$ cat src/rtl/core_pkg.sv
// Shared core definitions: result-source encodings, load formats, defaults.
// Imported by the write-back stage and the load aligner.
package core_pkg;

    localparam int DEF_XLEN = 32;

    typedef enum logic [1:0] {
        RES_ALU = 2'd0,
        RES_MEM = 2'd1,
        RES_PC4 = 2'd2,
        RES_IMM = 2'd3
    } result_src_e;

    localparam logic [2:0] F3_LB  = 3'b000;
    localparam logic [2:0] F3_LH  = 3'b001;
    localparam logic [2:0] F3_LW  = 3'b010;
    localparam logic [2:0] F3_LBU = 3'b100;
    localparam logic [2:0] F3_LHU = 3'b101;

    function automatic int sel_width(input int n);
        return (n > 1) ? $clog2(n) : 1;
    endfunction

endpackage

$ cat src/rtl/load_align.sv
// Combinational load aligner: picks the byte/half/word at addr_lo
// and sign/zero-extends it; flags misaligned or unknown formats.
module load_align
    import core_pkg::*;
#(
    parameter int XLEN = DEF_XLEN
) (
    input  logic [XLEN-1:0] raw,
    input  logic [2:0]      funct3,
    input  logic [1:0]      addr_lo,
    output logic [XLEN-1:0] data,
    output logic            misalign
);

    logic [XLEN-1:0] shifted;
    logic [7:0]      byte_v;
    logic [15:0]     half_v;

    assign shifted = raw >> {addr_lo, 3'b000};
    assign byte_v  = shifted[7:0];
    assign half_v  = shifted[15:0];

    always_comb begin
        data     = '0;
        misalign = 1'b0;
        unique case (1'b1)
            funct3 == F3_LB: begin
                data = XLEN'($signed(byte_v));
            end
            funct3 == F3_LBU: begin
                data = XLEN'(byte_v);
            end
            funct3 == F3_LH: begin
                if (addr_lo[0]) misalign = 1'b1;
                else            data = XLEN'($signed(half_v));
            end
            funct3 == F3_LHU: begin
                if (addr_lo[0]) misalign = 1'b1;
                else            data = XLEN'(half_v);
            end
            funct3 == F3_LW: begin
                if (addr_lo != 2'b00) misalign = 1'b1;
                else                  data = raw;
            end
            default: begin
                misalign = 1'b1;
            end
        endcase
    end

endmodule

$ cat src/rtl/wb_result_stage.sv
// Registered write-back stage: latches MEM/WB, selects and aligns the
// result, drives the regfile port, counts retires and tracks errors.
module wb_result_stage
    import core_pkg::*;
#(
    parameter  int XLEN     = DEF_XLEN,
    parameter  int NSRC     = 4,
    parameter  int LOAD_IDX = int'(RES_MEM),
    parameter  int RA_W     = 5,
    parameter  int CNT_W    = 32,
    localparam int SEL_W    = sel_width(NSRC)
) (
    input  logic                 clk,
    input  logic                 rst_n,
    input  logic                 stall,
    input  logic                 flush,
    input  logic                 in_valid,
    input  logic [SEL_W-1:0]     in_result_src,
    input  logic [NSRC*XLEN-1:0] in_src_data,
    input  logic                 in_reg_write,
    input  logic [RA_W-1:0]      in_rd,
    input  logic [2:0]           in_funct3,
    input  logic [1:0]           in_addr_lo,
    output logic                 wb_we,
    output logic [RA_W-1:0]      wb_rd,
    output logic [XLEN-1:0]      wb_result,
    output logic                 wb_valid,
    output logic                 err_sel,
    output logic                 err_misalign,
    output logic [CNT_W-1:0]     retire_cnt
);

    logic                 valid_q;
    logic                 rw_q;
    logic [RA_W-1:0]      rd_q;
    logic [SEL_W-1:0]     sel_q;
    logic [NSRC*XLEN-1:0] data_q;
    logic [2:0]           f3_q;
    logic [1:0]           lo_q;
    logic [CNT_W-1:0]     cnt_q;
    logic                 err_sel_q;
    logic                 err_mis_q;

    always_ff @(posedge clk or negedge rst_n) begin
        if (!rst_n) begin
            valid_q <= 1'b0;
            rw_q    <= 1'b0;
            rd_q    <= '0;
            sel_q   <= '0;
            data_q  <= '0;
            f3_q    <= '0;
            lo_q    <= '0;
        end else if (flush) begin
            valid_q <= 1'b0;
        end else if (!stall) begin
            valid_q <= in_valid;
            rw_q    <= in_reg_write;
            rd_q    <= in_rd;
            sel_q   <= in_result_src;
            data_q  <= in_src_data;
            f3_q    <= in_funct3;
            lo_q    <= in_addr_lo;
        end
    end

    logic            sel_bad;
    logic            is_load;
    logic [XLEN-1:0] src_word;
    logic [XLEN-1:0] load_data;
    logic            load_mis;
    logic [XLEN-1:0] result;

    // Widen before comparing so a power-of-two NSRC never aliases to 0.
    assign sel_bad = {1'b0, sel_q} >= (SEL_W + 1)'(NSRC);
    assign is_load = sel_q == SEL_W'(LOAD_IDX);

    always_comb begin
        src_word = '0;
        for (int k = 0; k < NSRC; k++) begin
            if (sel_q == SEL_W'(k)) src_word = data_q[k*XLEN +: XLEN];
        end
    end

    load_align #(
        .XLEN(XLEN)
    ) u_align (
        .raw     (data_q[LOAD_IDX*XLEN +: XLEN]),
        .funct3  (f3_q),
        .addr_lo (lo_q),
        .data    (load_data),
        .misalign(load_mis)
    );

    always_comb begin
        result = '0;
        unique case (1'b1)
            sel_bad: result = '0;
            is_load: result = load_data;
            default: result = src_word;
        endcase
    end

    logic bad_now;
    logic mis_now;
    logic retire;

    assign bad_now = valid_q & sel_bad;
    assign mis_now = valid_q & is_load & load_mis;
    assign retire  = valid_q & ~stall & ~flush;

    always_ff @(posedge clk or negedge rst_n) begin
        if (!rst_n) begin
            cnt_q     <= '0;
            err_sel_q <= 1'b0;
            err_mis_q <= 1'b0;
        end else begin
            if (retire)  cnt_q     <= cnt_q + 1'b1;
            if (bad_now) err_sel_q <= 1'b1;
            if (mis_now) err_mis_q <= 1'b1;
        end
    end

    assign wb_valid     = valid_q;
    assign wb_we        = valid_q & rw_q & (rd_q != '0);
    assign wb_rd        = rd_q;
    assign wb_result    = result;
    assign err_sel      = err_sel_q | bad_now;
    assign err_misalign = err_mis_q | mis_now;
    assign retire_cnt   = cnt_q;

endmodule

$ cat config.mk
export PLATFORM = sky130hd
export DESIGN_NAME = wb_result_stage
export DESIGN_NICKNAME = d
export VERILOG_FILES = /design/src/rtl/core_pkg.sv /design/src/rtl/load_align.sv /design/src/rtl/wb_result_stage.sv
export SDC_FILE = /design/constraint.sdc
export NUM_CORES = 1
export LEC_CHECK = 0
export ABC_AREA = 1
export ABC_CLOCK_PERIOD_IN_PS = 1590
export CORE_MARGIN = 2
export CORE_UTILIZATION = 50
export DETAILED_ROUTE_END_ITERATION = 10
export PLACE_DENSITY_LB_ADDON = 0.05
export SYNTH_ARGS = -nofsm -noshare
export SYNTH_HDL_FRONTEND = slang
export SYNTH_SLANG_ARGS = --single-unit
$ cat constraint.sdc
create_clock -name clk -period 1.59 [get_ports clk]
set_input_delay 0.2385 -clock clk [delete_from_list [all_inputs] [get_ports clk]]
set_output_delay 0.2385 -clock clk [all_outputs]
set_load 0.05 [all_outputs]
==> results.py, run 1 <==
metrics = {
    "status": {
        "outcome": "complete, but fails checks",
        "violations": "setup timing",
    },
    "clock_tree": {
        "insertion_delay_ns": 0.44,
        "cts_root_buffer": "clkbuf_16",
        "clockBufferDepth": 2,
        "cts_inserted_buffers": 17,
        "cts_tree": "built",
        "path_clk_slew_ns": 0.07,
        "cts.sinks": 175,
        "htreeDepth": 4,
    },
    "timing": {
        "hold_viol_final": 0,
        "finalHoldWorstSlack_ns": 0.256,
        "rsz0062_at_grt": "yes",
        "fin_crit_ns": 2.29,
        "tns_ns": -19.97,
        "layout_setup_ws_ns": -0.697,
        "fmax_mhz": 437,
        "slew_viol_final": 0,
        "final-setup-viol-count": 34,
        "clock_skew_ns": 0.00524,
        "fin_crit_sh": 1.44,
    },
    "drt": {
        "post_drt_via_cell_ratio": 5.21,
        "drtIter0Drc": 585,
        "num_vias": 8487,
        "drt-wirelength-per-cell_um": 17.7,
        "drt_pass1_iterations": 5,
        "drc": 0,
        "totalWireLength_um": 28800,
        "postRouteAntennaNets": 0,
    },
    "logic_synthesis": {
        "synth_area_per_cell_um2": 8.25,
        "synth-edff-count": 0,
        "syn-cell-area_um2": 8920,
        "synth_top_area_share": 0.491,
        "synth_cell_type_count": 41,
        "yosys_warnings": 0,
        "syn_nets": 1228,
        "synth_commonest_cells": "348 x nand2_1, 175 x dfrtp_1, 123 x inv_1, 106 x o21ai_0, 60 x nor2_1",
        "synthFlopType": "dfrtp_1",
        "yosysSeqAreaShare": 0.491,
        "syn_inst": 1081,
        "yosys.area.top_type": "dfrtp_1",
        "yosys.cell_count.top_type": "nand2_1",
        "synthArstFlopShare": 1.00,
        "netlist_top_cells_area": "dfrtp_1 49%, nand2_1 15%, o21ai_0 6.0%",
        "synth-seq-cells": 175,
    },
    "setup_path": {
        "r2r_start": "retire_cnt[0]",
        "crit_start": "lo_q[0]",
        "cpMostUsedCell": "nand2_2",
        "cp_cell_sequence": "inv_8 > nand2_8 > clkbuf_16 > buf_4 > o22ai_2 > nand2_2 > nand2_2 > nand2_2 > nand2_4 > buf_12",
        "cp_max_fo": 6,
        "crit_slowest_cell": "dfrtp_2",
        "required_ns": 1.35,
        "endpoint_kind": "output pin",
        "r2r-end": "retire_cnt[22]",
        "max_stage_delay_ns": 0.48,
        "reg2regPathDepth": 8,
        "criticalPathCategory": "reg2out",
        "crit_arrival_ns": 2.05,
        "r2r_slack_ns": 0.07,
        "startpoint_type": "register",
    },
    "global_routing": {
        "gr-usage-all-layers": 0.300,
        "grt_pass1_wl_um": 43000,
        "grt_max_degree": 48,
        "grt_remaining_overflow": 0,
        "antenna_found_initial": 1,
        "grt_pass1_vias": 8328,
    },
    "place": {
        "place_ws_ns": -0.243,
        "gp_congestion": 0.963,
        "numPortBuffers": 217,
        "post-place-cells": 1576,
        "hpwl_um": 20500,
    },
    "power": {
        "vdd_drop_max_mv": 1.09,
        "p_total_mw": 15.2,
        "powerDensity_nw_per_um2": 1090,
        "power.leakage_nw": 6.39,
    },
    "die": {
        "die_h_um": 138,
        "ioPinCount": 219,
        "rows": 48,
        "core_area_um2": 17400,
        "die_area_um2": 18900,
        "die_w_um": 138,
        "initial_utilization": 0.514,
    },
    "finish": {
        "synthToLayoutAreaGrowth_pct": 55.7,
        "drive_gt1_frac": 0.321,
        "final_nets": 1535,
        "n_fill_cell": 1155,
        "layoutNonFillerInstCount": 1628,
    },
    "hold_path": {
        "hp-class": "in2async",
    },
    "job": {
        "cap_violations": 0,
    },
}
power breakdown:
group	internal, mW	total [mW]	switching [mW]	leakage, nW
sequential	4.99	5.33	0.338	2.14
clock	2.14	4.15	2.01	0.281
combinational	2.62	5.71	3.09	3.97
total	9.75	15.2	5.44	6.39
repair_timing:
item                                    4_1_cts  5_1_grt
pin swaps                                     9       21
endpoints found under the setup margin       34       48
hold buffers                                  1        0
buffers inserted                              0       16
endpoints found under the hold margin        27        0
cloned                                        0        2
gates resized for setup                      62       61
area by class of cell:
| type | count | area (um2) | area share |
|---|---|---|---|
| clock buffer | 18 | 439 | 0.0316 |
| tap | 225 | 282 | 0.0203 |
| sequential | 175 | 4400 | 0.317 |
| timing repair buffer | 333 | 3740 | 0.270 |
| inverter | 129 | 507 | 0.0365 |
| multi-input combinational | 732 | 4360 | 0.314 |
| antenna | 2 | 5.00 | 0.000361 |
| clock inverter | 14 | 140 | 0.0101 |
cell usage in the layout, fill, tap and decap left out, types with 10 or more instances in the layout:
master and count:
nand3_1 17, nand2_1 278, inv_1 116, o22ai_1 31
nor2_4 13, nand3_2 16, clkdlybuf4s50_1 144, nor2_1 37
mux2_2 46, clkbuf_16 19, nand2_4 26, nand2_2 50
buf_4 115, xnor2_1 10, o21ai_0 99, nor2_2 19
a21oi_1 35, buf_12 66, dfrtp_2 16, dfrtp_1 159
flip-flops by register name, summed over array words and instances, names as in the netlist:
signal and cells:
data_q 128, retire_cnt 32, wb_rd 5, f3_q 3, lo_q 2, sel_q 2
err_mis_q 1, rw_q 1, wb_valid 1
layer usage:
metal / up-vias / global-route usage / wire length [um]
met4: 0 / 0.119 / 1100
met5: - / 0 / 0
met2: 314 / 0.505 / 14300
li1: 4065 / - / -
met1: 4048 / 0.377 / 11600
met3: 60 / 0.0670 / 1830
worst max path at each step:
stage                          to
detailed placement  wb_result[26]
floorplan            err_misalign
global placement     wb_result[9]
CTS                 wb_result[20]
global route        wb_result[11]
finish              wb_result[11]
cell families (layout without fill, tap and decap cells):
logic type | Yosys count | count (layout) | synth area share
buf+inv | 174 | 494 | 0.0867
xor+xnor | 19 | 19 | 0.0187
other cells | 1 | 3 | 0.000421
fa+ha+maj | 1 | 1 | 0.00140
flops | 175 | 175 | 0.491
mux | 46 | 46 | 0.0581
compound gates | 191 | 191 | 0.116
simple gates | 474 | 474 | 0.228
worst max-delay path: cells and delay by family (launching register included):
| kind | cells | cell delay [ns] |
|---|---|---|
| AO/OA/AOI/OAI | 1 | 0.16 |
| AND/OR/NAND/NOR | 5 | 0.40 |
| flip-flops | 1 | 0.48 |
| buffers and inverters | 4 | 0.55 |
stage by stage:
step	instance area [um2]	utilization
after global placement	12700	0.732
after global routing	13900	0.799
after detailed placement	12700	0.732
after floorplan	9150	-
final	13900	0.800
after CTS	13500	0.776
No activity file was read; power rests on OpenSTA's default activity.
==> inputs of run 2 (changes only) <==
--- a/config.mk
+++ b/config.mk
@@ -11,6 +11,7 @@
 export CORE_UTILIZATION = 50
 export DETAILED_ROUTE_END_ITERATION = 10
 export PLACE_DENSITY_LB_ADDON = 0.05
+export SKIP_CTS_REPAIR_TIMING = 1
 export SYNTH_ARGS = -nofsm -noshare
 export SYNTH_HDL_FRONTEND = slang
 export SYNTH_SLANG_ARGS = --single-unit
==> constraint.sdc (replaced) <==
create_clock -name clk -period 1.59 [get_ports clk]
set_input_delay 0.2385 -clock clk [delete_from_list [all_inputs] [get_ports clk]]
set_output_delay 0.2385 -clock clk [all_outputs]
set_load 0.005 [all_outputs]
==> run 2 against run 1 <==
The run still ends with setup timing left. Largest power group is now registers. Register-to-register slack worse by 0.04 ns. Highest routed layer unchanged. Fmax is 4.0% lower. Critical path type unchanged. Routed wire length is 1.8% higher. Flip-flop and latch count stayed put. Clock power is 1% higher.
==> results.py, run 2 (same netlist as run 1, synthesis figures left out) <==
metrics = {
    "status": {
        "outcome": "complete, but fails checks",
        "violations": "setup timing",
    },
    "drt": {
        "postRouteAntennaNets": 0,
        "totalWireLength_um": 29300,
        "drt_pass1_iterations": 5,
        "drt-wirelength-per-cell_um": 17.4,
        "post_drt_via_cell_ratio": 5.23,
        "num_vias": 8821,
        "drtIter0Drc": 607,
        "drc": 0,
    },
    "global_routing": {
        "antenna_found_initial": 2,
        "grt_max_degree": 68,
        "grt_remaining_overflow": 0,
        "grt_pass1_vias": 7932,
        "grt_pass1_wl_um": 41700,
        "gr-usage-all-layers": 0.292,
    },
    "hold_path": {
        "hp-class": "in2async",
    },
    "finish": {
        "n_fill_cell": 1230,
        "final_cell_mix": "323 x nand2_1, 157 x dfrtp_1, 148 x clkdlybuf4s50_1, 136 x buf_4, 119 x inv_1",
        "largest_register": "data_q",
        "layoutNonFillerInstCount": 1688,
        "synthToLayoutAreaGrowth_pct": 53.6,
        "largest_reg_flops": 128,
        "final_common_cell": "nand2_1",
        "fin_area_um2": 13700,
        "drive_gt1_frac": 0.276,
        "final_nets": 1595,
    },
    "clock_tree": {
        "cts_root_buffer": "clkbuf_16",
        "insertion_delay_ns": 0.44,
        "path_clk_slew_ns": 0.07,
        "cts_inserted_buffers": 17,
        "htreeDepth": 4,
        "clockBufferDepth": 2,
        "cts.sinks": 175,
        "cts_tree": "built",
    },
    "place": {
        "post-place-cells": 1595,
        "placed_cell_area_um2": 12200,
        "numPortBuffers": 217,
        "gp_congestion": 0.957,
        "hpwl_um": 20800,
    },
    "die": {
        "die_area_um2": 18900,
        "core_area_um2": 17400,
        "initial_utilization": 0.514,
        "rows": 48,
        "die_h_um": 138,
        "ioPinCount": 219,
        "die_w_um": 138,
    },
    "setup_path": {
        "startpoint_type": "register",
        "crit_arrival_ns": 2.14,
        "endpoint_kind": "output pin",
        "r2r_slack_ns": 0.03,
        "criticalPathCategory": "reg2out",
        "required_ns": 1.35,
        "cp_max_fo": 5,
    },
    "power": {
        "powerDensity_nw_per_um2": 972,
        "vdd_drop_max_mv": 0.880,
        "power.leakage_nw": 7.08,
    },
    "timing": {
        "finalHoldWorstSlack_ns": 0.245,
        "fin_crit_ns": 2.38,
        "hold_viol_final": 0,
        "layout_setup_ws_ns": -0.791,
        "fin_crit_sh": 1.50,
        "final-setup-viol-count": 34,
        "slew_viol_final": 0,
        "fmax_mhz": 420,
        "rsz0062_at_grt": "yes",
        "clock_skew_ns": 0.00682,
        "tns_ns": -22.40,
    },
    "job": {
        "cap_violations": 0,
    },
}
## run 2: cell types whose count changed in the layout (fill, tap and decap cells not counted), sizes merged
| cell | before | now |
|---|---|---|
| dlymetal6s2s | 0 | 44 |
| clkbuf | 20 | 32 |
| clkdlybuf4s50 | 144 | 148 |
| clkinv | 3 | 6 |
| inv | 138 | 136 |
| buf | 186 | 185 |
## run 2: final cells by class
type | count | area, um2 | area share
sequential | 175 | 4400 | 0.321
multi-input combinational | 732 | 4050 | 0.296
timing repair buffer | 393 | 3860 | 0.282
inverter | 129 | 503 | 0.0367
clock buffer | 17 | 425 | 0.0311
tap | 225 | 282 | 0.0206
clock inverter | 15 | 168 | 0.0122
antenna | 2 | 5.00 | 0.000365
## run 2: path summary, 6_finish.rpt
| kind | cells after the start | start | endpoint |
|---|---|---|---|
| min in group clk | 3 | in_src_data[49] | data_q[49] |
| min | 2 | rst_n | wb_rd[0] |
| max | 13 | lo_q[1] | wb_result[15] |
| max reg2reg | 10 | retire_cnt[10] | retire_cnt[30] |
| min reg2reg | 1 | err_mis_q | err_mis_q |
| max in group asynchronous | 3 | rst_n | lo_q[0] |
## run 2: critical path, cell delays in order, from the launching register on
cell and delay, ns:
dfrtp_2 0.43, clkinv_4 0.11, nand2_8 0.11, inv_4 0.05, nand2_2 0.06, nand3_2 0.11, nand2_4 0.16, clkbuf_16 0.16
buf_6 0.10, buf_6 0.10, nand3_4 0.06, nand2_2 0.07, nand2_2 0.06, buf_6 0.12
## run 2: per-layer routing
metal	track usage	wire length [um]	share of wire
met1	0.425	12700	0.43
met3	0.0699	2480	0.085
met4	0.0893	789	0.027
met5	0	0	0
met2	0.433	13300	0.46
## run 2: where the power goes
part           leakage [nW]  internal (mW)  switching, mW
Clock                 0.288           2.12           2.09
Combinational          4.65           1.94           1.90
Sequential             2.14           4.98          0.284
Total                  7.08           9.05           4.27
## run 2: metrics by stage
stage                     total power [mW]   util  worst slack [ns]
after floorplan                       6.82      -            0.0842
after global placement                8.78  0.704            -0.580
after detailed placement              8.83  0.704            -0.589
after CTS                             13.0  0.738             -1.08
after global routing                  13.9  0.789            -0.848
final                                 13.3  0.789            -0.791
==> RTL edit, RTL diff (settings of run 2) <==
Change the parameter `CNT_W` from 32 to 48.
--- a/src/rtl/wb_result_stage.sv
+++ b/src/rtl/wb_result_stage.sv
@@ -7,7 +7,7 @@
     parameter  int NSRC     = 4,
     parameter  int LOAD_IDX = int'(RES_MEM),
     parameter  int RA_W     = 5,
-    parameter  int CNT_W    = 32,
+    parameter  int CNT_W    = 48,
     localparam int SEL_W    = sel_width(NSRC)
 ) (
     input  logic                 clk,
Interface: changed (resized retire_cnt); port bits go from 219 to 235. The function was not compared with the original's and may differ.
==> RTL edit against run 2 <==
The flow still finishes with violations (setup timing). Power increased by 3.4%. Sequential power increased by 8.5%. Clock power increased by 5.2%. Register-to-register slack improved by 0.02 ns. Setup slack improved by 0.17 ns. Core utilization decreased by 0.93 points. Final area increased by 6.5%. Hold slack improved by 0.072 ns. Sequential cell count increased by 16. Wire length increased by 4.2%. Area after synthesis increased by 6.8%. Global-route usage decreased by 0.12 points. Largest power group unchanged.
==> RTL edit: results <==
{
  "antenna_found_initial": 1,
  "wl_met3_mm": 2.08,
  "grtUsageMet2": 0.495,
  "setup_ws_ns": -0.618,
  "clk_share": 0.0416,
  "yosys-top-cells-area": "dfrtp_1, nand2_1, mux2_2",
  "ys_seq_area_frac": 0.502,
  "grt_pass1_wl_mm": 44.9,
  "multi_input_cells": 768,
  "vias": 9319,
  "status": "finished with violations",
  "io_buffers": 233,
  "n_clock_buffer": 20,
  "synth.top_cells.by_count": "nand2_1, dfrtp_1, inv_1",
  "drive_gt1_frac": 0.259,
  "buffers": 430,
  "slowest_stage": "dfrtp_1",
  "place_ws_ns": -0.509,
  "finClkSkew_ns": 0.0113,
  "met2_length_mm": 15.1,
  "post-dp-hpwl_mm": 21.8,
  "violations": "setup timing",
  "critPathArrivalTime_ns": 1.97,
  "syn-num-nets": 1287,
  "finalSetupViolCount": 34,
  "routed.top_layer": "met5",
  "synth_cell_types": 37
}
[RTL edit: cell types whose count changed in the layout (fill, tap and decap cells not counted), moves of 15 or more]
cell                   run 2  this run
nand3_1                   18        41
nand2_2                   27        12
nand2_1                  323       303
dlymetal6s2s_1            44        60
buf_4                    136       174
dfrtp_1                  157       174
nor2_1                    37        55
[RTL edit: cell families after synthesis]
group / share of synthesized area
flip-flops: 0.502
buffers and inverters: 0.0759
multiplexers: 0.0650
other: 0.000394
AO/OA/AOI/OAI: 0.110
AND/OR/NAND/NOR: 0.216
XOR/XNOR: 0.0294
adder cells (fa/ha/maj): 0.00131
[RTL edit: through the flow]
step	instances	hold WS, ns	area (µm²)	total power, mW	setup TNS, ns
finish	1792	0.317	14600	13.8	-17.59
global route	1792	0.347	14600	14.4	-22.00
CTS	1721	-0.235	13700	13.7	-32.67
detailed placement	1689	0.232	13000	9.23	-36.96
global placement	1689	0.227	13000	9.17	-35.03
floorplan	1140	-0.0571	9530	7.12	0
